$ cat src/rtl/inst_fetch_if.sv
// Fetch-unit bus: instruction memory request/response channels, the decode
// handshake, redirect/halt controls and the misalignment flag.
interface inst_fetch_if #(
  parameter int ADDR_WIDTH = 64,
  parameter int INST_WIDTH = 32
);
  logic                  imem_req_valid;
  logic [ADDR_WIDTH-1:0] imem_req_addr;
  logic                  imem_req_ready;
  logic                  imem_rsp_valid;
  logic [INST_WIDTH-1:0] imem_rsp_data;
  logic                  inst_valid;
  logic [INST_WIDTH-1:0] inst;
  logic [ADDR_WIDTH-1:0] inst_pc;
  logic                  inst_ready;
  logic                  redirect_valid;
  logic [ADDR_WIDTH-1:0] redirect_pc;
  logic                  halt;
  logic                  fetch_misalign;

  modport master (
    output imem_req_valid, imem_req_addr, inst_valid, inst, inst_pc, fetch_misalign,
    input  imem_req_ready, imem_rsp_valid, imem_rsp_data, inst_ready,
           redirect_valid, redirect_pc, halt
  );

  modport slave (
    input  imem_req_valid, imem_req_addr, inst_valid, inst, inst_pc, fetch_misalign,
    output imem_req_ready, imem_rsp_valid, imem_rsp_data, inst_ready,
           redirect_valid, redirect_pc, halt
  );
endinterface

$ cat src/rtl/inst_fetch.sv
// RV64 instruction fetch: one outstanding imem request, single-entry decode
// buffer, redirect with in-flight response drop, halt with drain.
module inst_fetch #(
  parameter int                    ADDR_WIDTH = 64,
  parameter int                    INST_WIDTH = 32,
  parameter logic [ADDR_WIDTH-1:0] RESET_PC   = 64'h8000_0000
) (
  input logic         clk,
  input logic         rst_n,
  inst_fetch_if.master bus
);
  typedef enum logic [1:0] {S_REQ, S_WAIT, S_HOLD, S_HALT} state_t;

  state_t                state;
  logic [ADDR_WIDTH-1:0] pc, req_addr;
  logic [INST_WIDTH-1:0] inst_q;
  logic [ADDR_WIDTH-1:0] inst_pc_q;
  logic                  req_valid, inst_valid_q, drop, halt_pend, misalign;

  logic                  mis, stop, hs;
  logic [ADDR_WIDTH-1:0] pc_inc, npc;

  assign mis    = bus.redirect_valid && (bus.redirect_pc[1:0] != 2'b00);
  assign stop   = bus.halt || mis;
  assign hs     = req_valid && bus.imem_req_ready;
  assign pc_inc = pc + ADDR_WIDTH'(4);
  assign npc    = bus.redirect_valid ? bus.redirect_pc : pc;

  assign bus.imem_req_valid = req_valid;
  assign bus.imem_req_addr  = req_addr;
  assign bus.inst_valid     = inst_valid_q;
  assign bus.inst           = inst_q;
  assign bus.inst_pc        = inst_pc_q;
  assign bus.fetch_misalign = misalign;

  always_ff @(posedge clk or negedge rst_n) begin
    if (!rst_n) begin
      state        <= S_REQ;
      pc           <= RESET_PC;
      req_addr     <= RESET_PC;
      inst_q       <= '0;
      inst_pc_q    <= '0;
      req_valid    <= 1'b0;
      inst_valid_q <= 1'b0;
      drop         <= 1'b0;
      halt_pend    <= 1'b0;
      misalign     <= 1'b0;
    end else begin
      case (state)
        S_REQ: begin
          if (stop) begin
            misalign  <= misalign || mis;
            req_valid <= 1'b0;
            if (hs) begin
              drop      <= 1'b1;
              halt_pend <= 1'b1;
              state     <= S_WAIT;
            end else begin
              state     <= S_HALT;
            end
          end else if (bus.redirect_valid) begin
            pc <= bus.redirect_pc;
            if (hs) begin
              drop      <= 1'b1;
              req_valid <= 1'b0;
              state     <= S_WAIT;
            end else if (req_valid) begin
              // Address must stay stable; let the old fetch finish and discard it.
              drop <= 1'b1;
            end else begin
              req_addr  <= bus.redirect_pc;
              req_valid <= 1'b1;
            end
          end else if (hs) begin
            req_valid <= 1'b0;
            state     <= S_WAIT;
          end else if (!req_valid) begin
            req_addr  <= pc;
            req_valid <= 1'b1;
          end
        end
        S_WAIT: begin
          if (bus.imem_rsp_valid) begin
            if (halt_pend || stop) begin
              if (!halt_pend) misalign <= misalign || mis;
              state <= S_HALT;
            end else if (drop || bus.redirect_valid) begin
              drop      <= 1'b0;
              pc        <= npc;
              req_addr  <= npc;
              req_valid <= 1'b1;
              state     <= S_REQ;
            end else begin
              inst_q       <= bus.imem_rsp_data;
              inst_pc_q    <= pc;
              inst_valid_q <= 1'b1;
              state        <= S_HOLD;
            end
          end else if (!halt_pend) begin
            if (stop) begin
              misalign  <= misalign || mis;
              halt_pend <= 1'b1;
              drop      <= 1'b1;
            end else if (bus.redirect_valid) begin
              pc   <= bus.redirect_pc;
              drop <= 1'b1;
            end
          end
        end
        S_HOLD: begin
          if (stop) begin
            misalign     <= misalign || mis;
            inst_valid_q <= 1'b0;
            state        <= S_HALT;
          end else if (bus.redirect_valid) begin
            // Redirect wins over a same-cycle consume: no pc+4.
            pc           <= bus.redirect_pc;
            req_addr     <= bus.redirect_pc;
            req_valid    <= 1'b1;
            inst_valid_q <= 1'b0;
            state        <= S_REQ;
          end else if (bus.inst_ready) begin
            pc           <= pc_inc;
            req_addr     <= pc_inc;
            req_valid    <= 1'b1;
            inst_valid_q <= 1'b0;
            state        <= S_REQ;
          end
        end
        default: begin
          req_valid    <= 1'b0;
          inst_valid_q <= 1'b0;
        end
      endcase
    end
  end
endmodule

$ cat src/flat_wrapper.sv
// flat-port wrapper written by rule: the top's interface ports become plain ports
module inst_fetch_flat 
#(
  parameter int                    ADDR_WIDTH = 64,
  parameter int                    INST_WIDTH = 32,
  parameter logic [ADDR_WIDTH-1:0] RESET_PC   = 64'h8000_0000
)
  (clk, rst_n, bus_imem_req_valid, bus_imem_req_addr, bus_inst_valid, bus_inst, bus_inst_pc, bus_fetch_misalign, bus_imem_req_ready, bus_imem_rsp_valid, bus_imem_rsp_data, bus_inst_ready, bus_redirect_valid, bus_redirect_pc, bus_halt);
  inst_fetch_if #(.ADDR_WIDTH(ADDR_WIDTH), .INST_WIDTH(INST_WIDTH)) bus_i ();
  input logic clk;
  input logic rst_n;
  output wire logic [$bits(bus_i.imem_req_valid)-1:0] bus_imem_req_valid;
  output wire logic [$bits(bus_i.imem_req_addr)-1:0] bus_imem_req_addr;
  output wire logic [$bits(bus_i.inst_valid)-1:0] bus_inst_valid;
  output wire logic [$bits(bus_i.inst)-1:0] bus_inst;
  output wire logic [$bits(bus_i.inst_pc)-1:0] bus_inst_pc;
  output wire logic [$bits(bus_i.fetch_misalign)-1:0] bus_fetch_misalign;
  input wire logic [$bits(bus_i.imem_req_ready)-1:0] bus_imem_req_ready;
  input wire logic [$bits(bus_i.imem_rsp_valid)-1:0] bus_imem_rsp_valid;
  input wire logic [$bits(bus_i.imem_rsp_data)-1:0] bus_imem_rsp_data;
  input wire logic [$bits(bus_i.inst_ready)-1:0] bus_inst_ready;
  input wire logic [$bits(bus_i.redirect_valid)-1:0] bus_redirect_valid;
  input wire logic [$bits(bus_i.redirect_pc)-1:0] bus_redirect_pc;
  input wire logic [$bits(bus_i.halt)-1:0] bus_halt;
  assign bus_imem_req_valid = bus_i.imem_req_valid;
  assign bus_imem_req_addr = bus_i.imem_req_addr;
  assign bus_inst_valid = bus_i.inst_valid;
  assign bus_inst = bus_i.inst;
  assign bus_inst_pc = bus_i.inst_pc;
  assign bus_fetch_misalign = bus_i.fetch_misalign;
  assign bus_i.imem_req_ready = bus_imem_req_ready;
  assign bus_i.imem_rsp_valid = bus_imem_rsp_valid;
  assign bus_i.imem_rsp_data = bus_imem_rsp_data;
  assign bus_i.inst_ready = bus_inst_ready;
  assign bus_i.redirect_valid = bus_redirect_valid;
  assign bus_i.redirect_pc = bus_redirect_pc;
  assign bus_i.halt = bus_halt;
  inst_fetch #(.ADDR_WIDTH(ADDR_WIDTH), .INST_WIDTH(INST_WIDTH), .RESET_PC(RESET_PC)) u_core (.clk(clk), .rst_n(rst_n), .bus(bus_i));
endmodule
$ cat config.mk
export PLATFORM = sky130hd
export DESIGN_NAME = inst_fetch_flat
export DESIGN_NICKNAME = d
export VERILOG_FILES = /design/src/rtl/inst_fetch_if.sv /design/src/rtl/inst_fetch.sv /design/src/flat_wrapper.sv
export SDC_FILE = /design/constraint.sdc
export NUM_CORES = 1
export LEC_CHECK = 0
export CORE_MARGIN = 5
export CORE_UTILIZATION = 47
export DETAILED_ROUTE_END_ITERATION = 16
export PLACE_DENSITY = 0.78
export SETUP_SLACK_MARGIN = 0.02
export SYNTH_ARGS = -nofsm -noshare
export SYNTH_HDL_FRONTEND = slang
export SYNTH_SLANG_ARGS = --single-unit
$ cat constraint.sdc
create_clock -name clk -period 2.9 [get_ports clk]
set_input_delay 0.29 -clock clk [delete_from_list [all_inputs] [get_ports clk]]
set_output_delay 0.29 -clock clk [all_outputs]
set_load 0.02 [all_outputs]
==> impl_results.md <==
- Outcome: complete, no violations
- Crit path required time: 3.31 ns
- Global-route wire length before repair: 74.5 mm
- Area contributors post-synth: dfrtp_1 (44%), mux2_2 (9.2%), nand2_1 (3.6%)
- Worst Hold Class: in2reg
- DIE AREA: 31300 um2
- Setup WS pre-CTS: 0.104 ns
- Maximum number of buffers from clock root to sink: 3
- Yosys cell types: 79
- DRT Pass-1 Iters: 6
- Via density: 6.19
- RSZ-0062 raised after global routing: yes
- Nets: 1799
- Finished Cell Area: 17700 um2
- Top FF cell, synth: dfrtp_1
- Mapped Cells: 1391
- Total wire length: 48.2 mm
- DRC violations left: 0
- # setup viols final: 0
- DR WL/cell: 23.1 um
- Worst-path cell chain: nand3_1 -> nor2_2 -> buf_4 -> nand4_1 -> or4b_1 -> a21oi_1 -> o21ai_0
- Tightest Pin Transition: 0.993 ns
- I/O Buffers: 265
- CTS tree: built
- # clock sinks: 231
- CP max stage delay: 0.58 ns
- Post-synth top cells: dfrtp_1 (229), nand2_1 (126), mux2_2 (107), o21ai_0 (92), clkbuf_1 (84)
- Seq/Total Area, Yosys: 44.1%
- Yosys top cell area share: 43.7%
- Ys async rst share: 100%
- # IOs: 266
- H-tree depth: 1
- Synth Warn #: 0
- Vias in the first global route: 12800
- WS Path Type: reg2reg
- Antenna-violating nets left: 0
- Fmax: 361 MHz
- Critical path arrival: 3.18 ns
- Pwr Total: 15.6 mW
- Post-Place Cells: 2040
- Post-synth EDFFs: 0
- Flops & latches, synth: 231
- CP Max Fanout: 10
- R2R setup slack: 0.13 ns
- Die W: 177 um
- RePlAce Congestion: 0.995
- Top-count cell post-synth: dfrtp_1
- Area delta synth->final: 35.1%
- Share of cells above drive strength 1: 18.1%
- DR iter-0 viols: 1300
- Worst hold slack: 0.200 ns
- CP max-delay cell: or4b_1
- Fillcell total: 2302
- Fin Setup TNS: 0 ns
- CTS root buf: clkbuf_16
- Chip height: 177 um
- Worst skew pair latency: 0.53 ns
- Remaining Overflow, GRT: 0
- Finished Layout Cells: 2088
- Antenna violations before repair: 0
- Clock period minus worst slack: 2.77 ns
- Lkg Pwr: 7.36 nW
- Pin count of the biggest net entering global routing: 96
- Final Hold Viols: 0
- Slew Viols, Final: 0
- Cell Area, Placed: 16800 um2
- CTS buffer count: 25
- Syn nets: 1499
- Slew margin rel.: 33.8%
- Max Cap Viol: 0
- Placement row count: 61
- Post-route setup slack: 0.129 ns
- Mean Syn Cell Area: 9.42 um2
- Syn Std Cell Area: 13100 um2
- CTS clk-pin slew, worst paths: 0.06 ns
- Final worst-path cycle share: 95.5%
- GRT Total Usage: 30.1%
- Power density cells: 883 nW/um2
- Largest area contributor in the netlist: dfrtp_1
- Layout Utilization: 64.1%
- Worst setup EP type: register
- N_diodes: 0
- Starting Density: 47.4%
- Core Region: 27600 um2
- Vias: 12922
- Peak supply drop: 0.000667 V
- HPWL Detailed: 35.7 mm
- Clock Skew: 0.0147 ns
- Worst Setup Start Kind: register
==> worst max-delay path: cells and delay by family, from the launching register on <==
| family | cells | cell delay (ns) |
|---|---|---|
| AOI/OAI and AO/OA | 2 | 0.31 |
| buffers and inverters | 1 | 0.19 |
| DFF | 1 | 0.54 |
| and+or+nand+nor | 4 | 1.60 |
==> state kept, by name, summed over array words and instances, names as in the netlist, 2 cells and up <==
name / cells
u_core.bus.imem_req_addr: 64
u_core.bus.inst: 32
u_core.bus.inst_pc: 64
u_core.pc: 64
u_core.state: 2
==> cell type report <==
cell class	count	area (um2)	share of cell area, %
inverters	20	75.1	0.424
clock buffers	42	759	4.29
multi-input cells	1010	6710	37.9
clock inverters	4	73.8	0.417
well taps	378	473	2.67
repair buffers	403	3820	21.6
flip-flops and latches	231	5780	32.7
==> power breakdown <==
group	total (mW)	switching (mW)	internal (mW)
logic	7.41	4.25	3.16
registers	4.95	0.844	4.10
clock network	3.28	1.32	1.95
total	15.6	6.42	9.21
==> final timing paths <==
check                                              from                            to  cells past startpoint
max                                       u_core.pc[13]  u_core.bus.imem_req_addr[57]                      7
max reg2reg                               u_core.pc[13]  u_core.bus.imem_req_addr[57]                      7
min reg2reg                u_core.bus.imem_req_addr[40]  u_core.bus.imem_req_addr[40]                      2
max in group asynchronous                         rst_n                 u_core.pc[31]                      3
min in group asynchronous                         rst_n        u_core.bus.inst_pc[39]                      2
min                                  bus_redirect_valid   u_core.bus.imem_req_addr[0]                      3
==> cell families after synthesis <==
kind of cell,count (synthesis),synth area share (%)
flip-flops,231,44.1
buffers and inverters,150,4.83
XOR/XNOR,56,3.74
AND/OR/NAND/NOR,490,19.1
AO/OA/AOI/OAI,340,17.6
multiplexers,119,10.1
adder cells (fa/ha/maj),5,0.478
==> routing by layer <==
| metal | vias up | share of wire (%) | routed length (um) | global-route usage, % |
|---|---|---|---|---|
| met2 | 691 | 48 | 23300 | 50.4 |
| met5 | - | 0 | 0 | 0 |
| met4 | 0 | 3.2 | 1550 | 9.06 |
| li1 | 5769 | - | - | - |
| met3 | 105 | 8.3 | 4000 | 4.08 |
| met1 | 6357 | 40 | 19400 | 41.0 |
==> cells in the final DEF (no fill, tap or decap), types with 7 or more instances in the layout <==
master           count
or3_1                7
xnor2_1             35
mux2_2             107
dfrtp_1            229
buf_12              10
clkbuf_8             7
a211oi_1             8
a22o_1               9
a22oi_1             18
nand3_1             76
nand2b_1            18
nand4_1             43
xor2_1              21
buf_4              128
o31a_1              10
a221o_1             13
nor3_1              42
and4_1              14
clkdlybuf4s50_1    263
nor4_1              31
a21oi_1             65
o211ai_1            17
a21o_1              10
inv_1               18
a31o_2               8
nand2_1            126
o31ai_1             11
and2_1              10
and3_1              20
a31oi_1             10
nor2_1              78
mux2i_1             12
clkbuf_16           25
o21ai_0             91
clkbuf_1            10
o311ai_0             8
==> repair_timing <==
| item | CTS | global route |
|---|---|---|
| setup endpoints to repair | 0 | 3 |
| buffers inserted | 0 | 1 |
| gates resized for setup | 0 | 1 |
| hold endpoints to repair | 80 | 0 |
| hold buffers | 1 | 0 |
Power figures use the tool's default switching activity.
